File: config.mk
export PLATFORM = sky130hd
export DESIGN_NAME = ifetch_queue
export DESIGN_NICKNAME = d
export VERILOG_FILES = /design/src/rtl/rv_pkg.sv /design/src/rtl/ifetch_queue_storage.sv /design/src/rtl/ifetch_queue.sv
export SDC_FILE = /design/constraint.sdc
export NUM_CORES = 1
export LEC_CHECK = 0
export BUFFER_PORTS_ARGS = -buffer_cell sky130_fd_sc_hd__buf_2
export CAP_MARGIN = 15
export CORE_AREA = 5 5 117 119
export CTS_CLUSTER_DIAMETER = 40
export DETAILED_ROUTE_END_ITERATION = 16
export DIE_AREA = 0 0 122 124
export PLACE_DENSITY = 0.88
export SLEW_MARGIN = 10
export SYNTH_ARGS = -nofsm -noshare
export SYNTH_HDL_FRONTEND = slang
export SYNTH_SLANG_ARGS = --single-unit
File: constraint.sdc
create_clock -name clk -period 7.3 [get_ports clk]
set_input_delay 1.46 -clock clk [delete_from_list [all_inputs] [get_ports clk]]
set_output_delay 1.46 -clock clk [all_outputs]
set_load 0.01 [all_outputs]
File: src/rtl/rv_pkg.sv
// Shared fetch-side types and constants: XLEN, reset vector, instruction size
// and the instruction-queue entry layout.
package rv_pkg;
  localparam int          XLEN         = 32;
  localparam logic [31:0] RESET_VECTOR = 32'h8000_0000;
  localparam int          INSTR_BYTES  = 4;

  typedef struct packed {
    logic [XLEN-1:0] pc;
    logic [XLEN-1:0] data;
    logic            filled;
  } ifq_entry_t;
endpackage

File: src/rtl/ifetch_queue_storage.sv
// ifq_storage: DEPTH-entry circular buffer with head (oldest), tail (next free)
// and fill (oldest pending) pointers. Flush empties it in one cycle.
module ifq_storage
  import rv_pkg::*;
#(
  parameter int DEPTH = 2,
  parameter int CNT_W = $clog2(DEPTH) + 1
) (
  input  logic             clk,
  input  logic             i_flush,
  input  logic             i_alloc,
  input  logic [XLEN-1:0]  i_alloc_pc,
  input  logic             i_fill,
  input  logic [XLEN-1:0]  i_fill_data,
  input  logic             i_pop,
  output ifq_entry_t       o_head,
  output logic [CNT_W-1:0] o_occ,
  output logic [CNT_W-1:0] o_pend
);
  localparam int PTR_W = (DEPTH > 1) ? $clog2(DEPTH) : 1;

  ifq_entry_t       r_mem [DEPTH];
  logic [PTR_W-1:0] r_head;
  logic [PTR_W-1:0] r_tail;
  logic [PTR_W-1:0] r_fptr;
  logic [CNT_W-1:0] r_occ;
  logic [CNT_W-1:0] r_pend;

  // Alloc, fill and pop always target distinct entries, so their writes never collide.
  always_ff @(posedge clk) begin
    if (i_flush) begin
      r_head <= '0;
      r_tail <= '0;
      r_fptr <= '0;
      r_occ  <= '0;
      r_pend <= '0;
      for (int i = 0; i < DEPTH; i++) r_mem[i].filled <= 1'b0;
    end else begin
      if (i_alloc) begin
        r_mem[r_tail].pc     <= i_alloc_pc;
        r_mem[r_tail].filled <= 1'b0;
        r_tail               <= r_tail + PTR_W'(1);
      end
      if (i_fill) begin
        r_mem[r_fptr].data   <= i_fill_data;
        r_mem[r_fptr].filled <= 1'b1;
        r_fptr               <= r_fptr + PTR_W'(1);
      end
      if (i_pop) begin
        r_mem[r_head].filled <= 1'b0;
        r_head               <= r_head + PTR_W'(1);
      end
      r_occ  <= r_occ + CNT_W'(i_alloc) - CNT_W'(i_pop);
      r_pend <= r_pend + CNT_W'(i_alloc) - CNT_W'(i_fill);
    end
  end

  assign o_head = r_mem[r_head];
  assign o_occ  = r_occ;
  assign o_pend = r_pend;
endmodule

File: src/rtl/ifetch_queue.sv
// Instruction fetch queue: issues fetches at current_pc, buffers responses in order,
// flushes on redirect. Optional misaligned-PC trap under IFETCH_MISALIGN_TRAP_EN.
module ifetch_queue #(
  parameter int          DEPTH        = 2,
  parameter logic [31:0] RESET_VECTOR = rv_pkg::RESET_VECTOR,
  parameter int          CNT_W        = $clog2(DEPTH) + 1
) (
  input  logic        clk,
  input  logic        reset,
  input  logic [31:0] current_pc,
  output logic [31:0] next_pc,
  output logic        imem_req_valid,
  input  logic        imem_req_ready,
  output logic [31:0] imem_req_addr,
  input  logic        imem_resp_valid,
  input  logic [31:0] imem_resp_data,
  input  logic        redirect_valid,
  input  logic [31:0] redirect_target,
  output logic        instr_valid,
  input  logic        instr_ready,
  output logic [31:0] instr_data,
  output logic [31:0] instr_pc,
  output logic        fetch_misaligned
);
  import rv_pkg::*;

  ifq_entry_t       w_head;
  logic [CNT_W-1:0] w_occ;
  logic [CNT_W-1:0] w_pend;
  logic [CNT_W-1:0] r_drop_cnt;
  logic [CNT_W:0]   w_inflight;
  logic             w_misal;
  logic             w_hs;
  logic             w_resp_drop;
  logic             w_resp_fill;
  logic             w_pop;

`ifdef IFETCH_MISALIGN_TRAP_EN
  logic r_misaligned;
  assign w_misal = (current_pc[1:0] != 2'b00);

  always_ff @(posedge clk) begin
    if (reset || redirect_valid) r_misaligned <= 1'b0;
    else if (w_misal)            r_misaligned <= 1'b1;
  end
  assign fetch_misaligned = r_misaligned;
`else
  assign w_misal          = 1'b0;
  assign fetch_misaligned = 1'b0;
`endif

  // Entries still owed a response by memory plus ones it will answer for a flushed
  // epoch; capping their sum bounds what the memory ever holds outstanding.
  assign w_inflight     = {1'b0, w_occ} + {1'b0, r_drop_cnt};
  assign imem_req_valid = !reset && !redirect_valid && !w_misal &&
                          (w_inflight < (CNT_W + 1)'(DEPTH));
  assign imem_req_addr  = current_pc;
  assign w_hs           = imem_req_valid && imem_req_ready;

  assign w_resp_drop = imem_resp_valid && (r_drop_cnt != '0);
  assign w_resp_fill = imem_resp_valid && (r_drop_cnt == '0) && (w_pend != '0);

  assign instr_valid = w_head.filled && !redirect_valid && !reset;
  assign instr_data  = w_head.data;
  assign instr_pc    = w_head.pc;
  assign w_pop       = instr_valid && instr_ready;

  always_comb begin
    next_pc = current_pc;
    if (reset)               next_pc = RESET_VECTOR;
    else if (redirect_valid) next_pc = redirect_target;
    else if (w_hs)           next_pc = current_pc + XLEN'(INSTR_BYTES);
  end

  ifq_storage #(.DEPTH(DEPTH), .CNT_W(CNT_W)) u_storage (
    .clk         (clk),
    .i_flush     (reset || redirect_valid),
    .i_alloc     (w_hs),
    .i_alloc_pc  (current_pc),
    .i_fill      (w_resp_fill && !redirect_valid && !reset),
    .i_fill_data (imem_resp_data),
    .i_pop       (w_pop),
    .o_head      (w_head),
    .o_occ       (w_occ),
    .o_pend      (w_pend)
  );

  // On redirect every pending entry becomes a response to discard, except one
  // that lands in the redirect cycle itself.
  always_ff @(posedge clk) begin
    if (reset)
      r_drop_cnt <= '0;
    else if (redirect_valid)
      r_drop_cnt <= r_drop_cnt - CNT_W'(w_resp_drop) + w_pend - CNT_W'(w_resp_fill);
    else
      r_drop_cnt <= r_drop_cnt - CNT_W'(w_resp_drop);
  end

  ap_no_orphan_resp: assert property (@(posedge clk) disable iff (reset)
    !(imem_resp_valid && (r_drop_cnt == '0) && (w_pend == '0)));
endmodule

# ---- Yosys cells after proc, flatten, opt, wreduce, memory -nomap -nowiden
# Memory sizes are Yosys's and may differ from the RTL's. A register that Yosys moved wholly into a read port is not among the register bits.
# Index checks and enable logic that the tools add are counted.
dict set report word_totals {
  mem_bits_rw 130
  output_inout_bits 131
  elab_cells 62
  reg_bits 9
  mem_count 1
}
dict set report classes {
  n_mux 23
  reduce_logical 19
  order_cmp 1
  n_addsub 12
}
# name depth word_bits rd rd_ports_with_merged_regs write_ports line_no
set memory_table {}
lappend memory_table {u_storage.r_mem 2 65 1 1 3 ifetch_queue_storage.sv:22} ;# ifq_entry_t r_mem [DEPTH];
# cell n
set ops {}
lappend ops {{$mux 65} 2}
lappend ops {{$reduce_or 65->1} 2}
lappend ops {{$mux 32} 3}
lappend ops {{$add 32x3->32 const B} 1}
lappend ops {{$mux 1} 15}
lappend ops {{$logic_and 1x1->1} 11}
lappend ops {{$sub 2x1->2} 4}
lappend ops {{$mux 3} 2}
lappend ops {{$add 2x1->2} 2}
lappend ops {{$reduce_bool 2->1} 2}
lappend ops {{$add 1x1->1 const B} 3}
lappend ops {{$add 2x2->3} 1}
lappend ops {{$lt 3x2->1 const B} 1}
lappend ops {{$add 2x2->2} 1}
lappend ops {{$logic_not 1->1} 2}
lappend ops {{$logic_not 2->1} 1}
lappend ops {{$mux 2} 1}
lappend ops {{$logic_or 1x1->1} 1}

# ---- Longest topological paths before layout
dict set report depth {
  ltp_word 10
  mapped_depth 12
  ltp_nobuf 11
}

# ---- Hierarchy
# From an unflattened synthesis, not the netlist that was laid out.
dict set report hier_totals {
  hier_cells 491
  area_unflattened_um2 6905.4
}
# mod area_per_inst_um2 seq_area_each_um2 instances cells_per_inst
set modules_own_cells {}
lappend modules_own_cells {ifq_storage 5270.1 4043.9 1 247}
lappend modules_own_cells {ifetch_queue 1635.3 40.0 1 244}

# ---- Worst setup path after synthesis
# Ideal clock, no wire load.
dict set report synth_timing {
  kind {in2out}
  startpoint {input reset}
  endpoint {output next_pc[12]}
  setup_slack_ns 2.346
  required_ns 5.840
  stages 6
  arrival_time_ns 3.494
  n_path_buf 2
  path_cell_list {buf_6 -> or4_4 -> buf_6 -> or4_4 -> or3_1 -> a311oi_1}
}
dict set report synth_between {
  elab_chain_cells 7
}
# item line_no
set synth_rtl {}
lappend synth_rtl {{from (decl)} ifetch_queue.sv:9} ;# input logic reset,
lappend synth_rtl {{$logic_not 1->1} ifetch_queue.sv:55} ;# assign imem_req_valid = !reset && !redirect_valid && !w_misal &&
lappend synth_rtl {{$logic_and 1x1->1 (2 in series)} ifetch_queue.sv:55}
lappend synth_rtl {{$logic_and 1x1->1} ifetch_queue.sv:58} ;# assign w_hs = imem_req_valid && imem_req_ready;
lappend synth_rtl {{$mux 32} ifetch_queue.sv:72} ;# else if (w_hs) next_pc = current_pc + XLEN'(INSTR_BYTES);
lappend synth_rtl {{$mux 32} ifetch_queue.sv:71} ;# else if (redirect_valid) next_pc = redirect_target;
lappend synth_rtl {{$mux 32 *} ifetch_queue.sv:70} ;# if (reset) next_pc = RESET_VECTOR;
lappend synth_rtl {{to (decl)} ifetch_queue.sv:11} ;# output logic [31:0] next_pc,
# Every way passes the cells marked *; elsewhere a longest branch is shown, timed or not.

# ---- Worst setup path in the final report
dict set report layout_timing {
  startpoint {input reset}
  endpoint {output next_pc[19]}
}
# The elaborated chain is that of the path after synthesis.

==> metrics <==
Total Routing Usage GR=0.226; Die W=122 um; slowest library cell on the worst path=nor4_1; Vias/cell=between 5 and 6; crit-path most repeated cell=buf_2; worst path buffer plus inverter count=2; Core Footprint=approximately 12,000 um2; Placed Area=between 7000 and 8000 um2; HP Class=flop to flop; Reg area=about 4100 um2; # hold bufs at CTS=0; n_diodes=0; Post-CTS Setup Repair Bufs=0; footprint of the multi-input gates=roughly 2200 um2; crit path time final=~5.5 ns; CTS resizes=0; CTS Sinks=between 100 and 150; Mapped Nets=607; status=complete, no violations; maximum clock rate=0.181 GHz; routability cong.=between 0.8 and 0.9; global route overflow=0; Syn Area/Cell=roughly 13 um2; cell leakage power=roughly 3.4 nW; Clock Skew=roughly 0.0098 ns; Cells after Synth=between 400 and 500; vias in the first global route=about 5,000; critical path type=input pin to output pin; Tcrit/Tclk final=0.755; CTS max path bufs=2; share of flip-flops with an asynchronous set or reset=0; Slew Limit Fails=0; Pre-antenna DRT Iters=5; WL final=around 17,000 um; Post-Syn Area=6650 um2; RSZ-0062 raised after global routing=false; Worst EP required=between 5 and 6 ns; placed insts=roughly 850; Yosys reg bits=140; total power=2.03 mW; Site Rows=between 40 and 50; Wirelength per Cell=~19 um; Worst Setup End Kind=output pin; Final ANT Viol Nets=0; Synth cell types=between 40 and 50; Most used DFF post-synth=edfxtp_1; Iteration-0 DRC Markers=between 300 and 400; Tightest Pin Transition=slightly above 1 ns; Peak VDD IR=between 0.15 and 0.2 mV; DRC viols=0; critical path's top delay family=simple AND/OR/NAND/NOR gates; cell taking the most area after synthesis=edfxtp_1; final hold violation count=0; Pwr Density=roughly 240 nW/um2; dpl hpwl=~12,000 um; layout cells sized above 1=0.482; Seq/Total Area, Yosys=0.614; Clock Pin Slew Worst Setup and Hold Paths=approximately 0.060 ns; Post-synth EDFFs=around 130; Area Growth Syn to Fin=26.0%; clk_lat worst skew=just over 0.4 ns; Slew headroom=0.317; Crit path arrival time=4.05 ns; largest net degree at the start of global routing=43; filler-free cell count of the finished design=883; Die Span Y=between 100 and 150 um; Setup WS post-layout=approximately 1.8 ns; MaxCap Viol Count=0; die area=15,100 um2; worst path cell trace=buf_2 > or4_4 > nor4_1 > nand2_1 > xor2_1 > a211oi_1 > buf_2; initial core utilization=0.534; Post-Place Worst Slack=1.81 ns; Design Area, Final=roughly 8400 um2; Synth top area share=0.578; PortBufs=231; initial antenna violation count=0; hold_ws=0.520 ns; Total Nets Final=810; startpoint types=input pin; YS warnings=0; Setup-failing EPs final=0; total CTS buffers=17; Clock H-tree levels=4; largest stage delay on the critical path=between 0.7 and 0.8 ns; Core Util, Final=0.672; # IOs=roughly 230; setup TNS=0 ns; wire length of the first global-routing pass=approximately 26,000 um; Max Fanout on Critical Path=35; fill count=between 800 and 900; synth top area cells=edfxtp_1 (58%), mux2_2 (11%), buf_4 (3.7%); CTS tree=built; Clock Tree Root=clkbuf_16; vias=a little under 5,000
cell type report:
cell class                      instances  area share
Inverter                               15     0.00672
Multi-Input combinational cell        289       0.261
Clock buffer                           17      0.0508
Tap cell                              172      0.0257
Sequential cell                       140       0.487
Clock inverter                         14      0.0258
Timing Repair Buffer                  236       0.142
logic make-up after synthesis:
kind of cell             after synthesis  share of synthesized area
AO/OA/AOI/OAI                         40                     0.0401
XOR/XNOR                              36                     0.0474
adder cells (fa/ha/maj)                9                     0.0181
buffers and inverters                 67                     0.0587
flip-flops                           140                      0.614
multiplexers                          71                      0.119
other                                  1                   0.000564
AND/OR/NAND/NOR                      132                      0.102
power by group:
| part | internal [mW] | switching [mW] | leakage, nW | total [mW] |
|---|---|---|---|---|
| Sequential | 0.894 | 0.00788 | 1.25 | 0.902 |
| Combinational | 0.0782 | 0.119 | 1.82 | 0.198 |
| Clock | 0.605 | 0.323 | 0.302 | 0.927 |
flip-flops by register name (all words and copies together) (netlist names), named ones only:
| signal | flops |
|---|---|
| u_storage.r_mem | 130 |
| r_drop_cnt | 2 |
| u_storage.o_occ | 2 |
| u_storage.o_pend | 2 |
| u_storage.r_fptr | 1 |
| u_storage.r_head | 1 |
| u_storage.r_tail | 1 |
final timing paths:
check / startpoint / end / slack [ns] / cells after the start
setup / recovery: reset / next_pc[19] / 1.79 / 7
hold / removal: u_storage.r_head / u_storage.r_mem[1][0] / 0.52 / 1
setup reg to reg: r_drop_cnt[0] / u_storage.r_mem[0][57] / 4.11 / 6
hold reg to reg: u_storage.r_head / u_storage.r_mem[1][0] / 0.52 / 1
cells in the mapped netlist, types with 3 or more instances:
cell type	count
o21ai_0	5
a211oi_1	14
nand3_1	11
xor2_1	19
a21oi_1	11
buf_4	33
clkbuf_1	16
nor3_1	10
edfxtp_1	128
ha_1	8
nor4_1	6
dfxtp_1	12
xnor2_1	17
nor2_1	37
mux2_2	64
or4_4	3
and2_1	5
nand4_1	8
and3_1	6
mux2i_1	7
nand2_1	36
inv_1	15
cell usage in the layout, fill, tap and decap left out, drive strengths merged, types with 2 or more instances in the layout:
master and n:
or3 2, nand2 36, clkinv 3, and3 6, dfxtp 12, xor2 19, buf 236, a21oi 11
nor4 10, a211oi 15, a311oi 2, mux2i 7, clkinvlp 4, nor3 11, nand4 8, and2 5
edfxtp 128, nor2 37, nand3 11, mux2 64, clkbuf 17, ha 8, inv 17, or4 3
xnor2 17, bufinv 5, o21ai 7
metal layers:
| metal | share of wire | vias to the layer above | GRT usage |
|---|---|---|---|
| met2 | 0.51 | 243 | 0.400 |
| li1 | - | 2201 | - |
| met4 | 0.022 | 0 | 0.0812 |
| met5 | 0 | - | 0 |
| met1 | 0.38 | 2323 | 0.263 |
| met3 | 0.092 | 39 | 0.0663 |
Power figures use the tool's default switching activity.
